===== src/rtl/instruction_fetch_unit.sv =====
// Fetch stage: owns the PC, captures imem words into the IF/ID register, and handles redirect, stall and halt.
// Optional issued-instruction counter is built only when FETCH_PERF_COUNT_EN is defined.
module instruction_fetch_unit #(
    parameter logic [31:0] RESET_PC   = 32'h0000_0000,
    parameter int          IMEM_WORDS = 32
) (
    input  logic        clock,
    input  logic        reset,
    output logic [31:0] imem_pc,
    input  logic [31:0] imem_instr,
    input  logic        redirect_valid,
    input  logic [31:0] redirect_target,
    output logic        if_valid,
    input  logic        id_ready,
    output logic [31:0] if_instr,
    output logic [31:0] if_pc,
    output logic        halted,
    output logic [31:0] fetch_count
);

    localparam logic [1:0] ST_BOOT = 2'd0;
    localparam logic [1:0] ST_RUN  = 2'd1;
    localparam logic [1:0] ST_HALT = 2'd2;

    // 33-bit bounds so a window touching the top of the address space cannot overflow.
    localparam logic [32:0] WIN_LO = {1'b0, RESET_PC};
    localparam logic [32:0] WIN_HI = WIN_LO + 33'(4 * IMEM_WORDS);

    logic [1:0]  state_q, state_d;
    logic [31:0] pc_q, pc_d;
    logic        valid_q, valid_d;
    logic [31:0] instr_q, instr_d;
    logic [31:0] ipc_q, ipc_d;

    logic [31:0] target_aligned;
    logic        in_window;

    assign target_aligned = redirect_target & ~32'h3;
    assign in_window      = ({1'b0, pc_q} >= WIN_LO) && ({1'b0, pc_q} < WIN_HI);

    always_comb begin
        state_d = state_q;
        pc_d    = pc_q;
        valid_d = valid_q;
        instr_d = instr_q;
        ipc_d   = ipc_q;
        case (state_q)
            ST_BOOT: begin
                state_d = ST_RUN;
                if (redirect_valid) pc_d = target_aligned;
            end
            ST_RUN: begin
                if (redirect_valid) begin
                    pc_d    = target_aligned;
                    valid_d = 1'b0;
                end else if (!valid_q || id_ready) begin
                    if (imem_instr == 32'h0 || !in_window) begin
                        valid_d = 1'b0;
                        state_d = ST_HALT;
                    end else begin
                        instr_d = imem_instr;
                        ipc_d   = pc_q;
                        valid_d = 1'b1;
                        pc_d    = pc_q + 32'd4;
                    end
                end
            end
            ST_HALT: begin
                if (redirect_valid) begin
                    pc_d    = target_aligned;
                    state_d = ST_RUN;
                end
            end
            default: state_d = ST_BOOT;
        endcase
    end

    always_ff @(posedge clock) begin
        if (reset) begin
            state_q <= ST_BOOT;
            pc_q    <= RESET_PC;
            valid_q <= 1'b0;
            instr_q <= 32'h0;
            ipc_q   <= 32'h0;
        end else begin
            state_q <= state_d;
            pc_q    <= pc_d;
            valid_q <= valid_d;
            instr_q <= instr_d;
            ipc_q   <= ipc_d;
        end
    end

    assign imem_pc  = pc_q;
    assign if_valid = valid_q;
    assign if_instr = instr_q;
    assign if_pc    = ipc_q;
    assign halted   = (state_q == ST_HALT);

`ifdef FETCH_PERF_COUNT_EN
    // Counts accepted handshakes, including one that coincides with a squashing redirect.
    logic        handshake;
    logic [31:0] count_q, count_d;

    assign handshake = valid_q && id_ready;
    assign count_d   = count_q + 32'd1;

    always_ff @(posedge clock) begin
        if (reset) begin
            count_q <= 32'h0;
        end else if (handshake) begin
            count_q <= count_d;
        end
    end

    assign fetch_count = count_q;
`else
    assign fetch_count = 32'h0;
`endif

endmodule


===== config.mk =====
export PLATFORM = sky130hd
export DESIGN_NAME = instruction_fetch_unit
export DESIGN_NICKNAME = d
export VERILOG_FILES = /design/src/rtl/instruction_fetch_unit.sv
export SDC_FILE = /design/constraint.sdc
export NUM_CORES = 1
export LEC_CHECK = 0
export BUFFER_PORTS_ARGS = -buffer_cell sky130_fd_sc_hd__buf_2
export CAP_MARGIN = 20
export CORE_ASPECT_RATIO = 0.9
export CORE_MARGIN = 5
export CORE_UTILIZATION = 35
export DETAILED_ROUTE_END_ITERATION = 8
export GPL_ROUTABILITY_DRIVEN = 1
export HOLD_SLACK_MARGIN = 0.12
export SYNTH_ARGS = -nofsm -noshare
export SYNTH_HDL_FRONTEND = slang
export SYNTH_SLANG_ARGS = --single-unit

===== constraint.sdc =====
create_clock -name clock -period 5.1 [get_ports clock]
set_clock_uncertainty 0.1 [all_clocks]
set_input_delay 0.255 -clock clock [delete_from_list [all_inputs] [get_ports clock]]
set_output_delay 0.255 -clock clock [all_outputs]
set_load 0.005 [all_outputs]

==> flow_metrics.tcl <==
set metrics [dict create \
    post_route_cells_drive_above_1_share_pct 28.3 \
    worstSetupPathType "in -> reg" \
    finalCriticalPeriod_ns 3.00 \
    synthArstFlopShare_pct 0 \
    antenna_found_initial 1 \
    start_kind "input pin" \
    finalHoldViolations 0 \
    post_cts_buffers 0 \
    synth_edf_count 0 \
    synth_area_leaders "dfxtp_1 (45%), nand2_1 (9.3%), a21oi_1 (6.7%)" \
    routed_wl_um 13000 \
    synth_area_um2 4210 \
    p_leak_nw 2.64 \
    status "finished clean" \
    fmax_ghz 0.334 \
    clkLatencyLatePin_ns 0.34 \
    crit_fanout 62 \
    via_count 4223 \
    synth.avg_cell_area_um2 8.43 \
    grt_pass1_vias 4093 \
    ys.flop_type "dfxtp_1" \
    dpl.hpwl_um 8950 \
    synth_top_area_cell "dfxtp_1" \
    min_path_type "in -> reg" \
    die-width_um 126 \
    gp_congestion 0.804 \
    track_usage_pct 18.2 \
    max-clock-path-buffers 2 \
    grt_pass1_wl_um 21100 \
    clock-sinks 95 \
    htreeDepth 3 \
    wl_per_cell_um 15.3 \
    stdcell_area_um2 5700 \
    ys.warnings.count 0 \
    cts-root-buf "clkbuf_16" \
    synth_top_cell_area_share_pct 45.2 \
    row_count 38 \
    maxCapViolCount 0 \
    grt_max_degree 63 \
    nNetsFinal 754 \
    dieHeight_um 114 \
    via_per_inst 4.97 \
    tritoncts "built" \
    path_clk_slew_ns 0.06 \
    start_util_pct 35.2 \
    power_density_nw_per_um2 301 \
    slew_viol_final 0 \
    core_area_um2 11900 \
    flow.area_growth_from_synthesis_pct 35.5 \
    yosysMostFrequentCell "nand2_1" \
    critPathCaptureType "flop" \
    synthTopCellsByCount "nand2_1 (104), dfxtp_1 (95), a21oi_1 (56)" \
    drt-initial-drc-count 301 \
    setup_viol 0 \
    worstPathRequired_ns 5.27 \
    overflow 0 \
    yosysSeqAreaShare_pct 45.2 \
    ant_nets 0 \
    tns_ns 0 \
    io_pins 198 \
    rsz0062_at_grt "false" \
    dieArea_um2 14300 \
    portBuffers 159 \
    synthDistinctLibCells 59 \
    dr.pass1.iters 5 \
    synth_cells 499 \
    drcViolationCount 0 \
    relSlewSlack_pct 33.6 \
    worstPathArrival_ns 3.17 \
    cts.repair.resized 0 \
    antenna_cells 0 \
    ys_ff_latch 95 \
    vdd_ir_drop_max_uv 217 \
    cts_buffers 9 \
    postPlaceCellArea_um2 4940 \
    tightestPinTransition_ns 0.996 \
    period_share_pct 58.8 \
]
[power by group]
part | total (mW) | switching [mW] | leakage [nW] | internal, mW
combinational | 0.216 | 0.113 | 1.71 | 0.102
sequential | 0.804 | 0.0372 | 0.770 | 0.767
clock | 0.697 | 0.278 | 0.156 | 0.419
total | 1.72 | 0.429 | 2.64 | 1.29
[area by class of cell]
type                       count  area [µm²]
clock buffer                  13         270
clock inverter                 3        40.0
fill                        1174        6230
sequential                    95        1900
inverter                      12        45.0
timing repair buffer         206        1270
tap                          160         200
multi-input combinational    361        1980
[path summary, 6_finish.rpt]
check	from	endpoint	slack [ns]	depth (start not counted)
max	imem_instr[11]	if_instr[17]$_SDFFE_PP0P_	2.10	8
min	redirect_target[30]	imem_pc[30]$_SDFFE_PP0P_	0.14	4
max reg2reg	imem_pc[20]$_SDFFE_PP0P_	if_pc[31]$_SDFFE_PP0P_	2.39	5
min reg2reg	if_instr[6]$_SDFFE_PP0P_	if_instr[6]$_SDFFE_PP0P_	0.35	2
[kinds of logic (layout without fill, tap and decap cells)]
| family | count (synthesis) | in the layout | synth area share, % |
|---|---|---|---|
| AND/OR/NAND/NOR | 213 | 213 | 25.6 |
| AO/OA/AOI/OAI | 108 | 108 | 17.0 |
| flip-flops | 95 | 95 | 45.2 |
| buffers and inverters | 78 | 234 | 11.2 |
| multiplexers | 3 | 3 | 0.714 |
| adder cells (fa/ha/maj) | 1 | 1 | 0.297 |
| other | 1 | 36 | 0.0891 |
[sequential cells by signal, summed over array words and instances, names as in the netlist]
| signal | cells |
|---|---|
| if_instr | 32 |
| state_q | 2 |
| if_pc | 30 |
| if_valid | 1 |
| imem_pc | 30 |
[stage by stage]
step	hold WS (ns)	total power, mW	utilization (%)	instances	setup WS [ns]
after detailed placement	0.344	1.00	41.4	789	2.29
after floorplan	0.291	0.943	-	534	2.72
after CTS	0.124	1.73	47.7	849	2.14
final	0.144	1.72	47.8	850	2.10
after global routing	0.138	1.79	47.8	850	1.84
after global placement	0.339	0.999	41.4	789	2.32
[cells in the final DEF, fill, tap and decap left out, drive strengths merged, types with 2 or more instances in the layout]
cell type      n
clkinv         2
buf          162
a22oi          2
nand2        105
o31ai          7
nor2          14
dlygate4sd3   44
conb          36
and3          29
nor3           9
nand4          5
nand3b         2
dfxtp         95
o2bb2ai        7
or4            3
o32ai          2
or3            5
a22o           8
mux2i          3
clkbuf        13
o21ai          8
nand2b         4
nand3         10
and2           2
and4           2
nor2b          2
inv           12
a221oi         6
a21oi         56
nor4          17
a211oi         2
[critical path, stage by stage]
cell,delay [ns]
dlygate4sd3_1,0.55
buf_2,0.13
nor4_1,0.36
nand4_1,0.26
o211ai_4,0.40
or3_2,0.86
nand2_1,0.16
a21oi_1,0.18
[per-layer routing]
layer	GRT usage, %	vias to the layer above	share of wire (%)
li1	-	2060	-
met1	22.6	1919	42
met2	29.5	228	46
met3	7.40	14	11
met4	4.48	2	1.1
met5	0	-	0.10
[timing repair]
action,in CTS,in global routing
hold buffers,44,0
endpoints found under the setup margin,0,0
endpoints found under the hold margin,44,0
(Power assumes the default switching activity.)
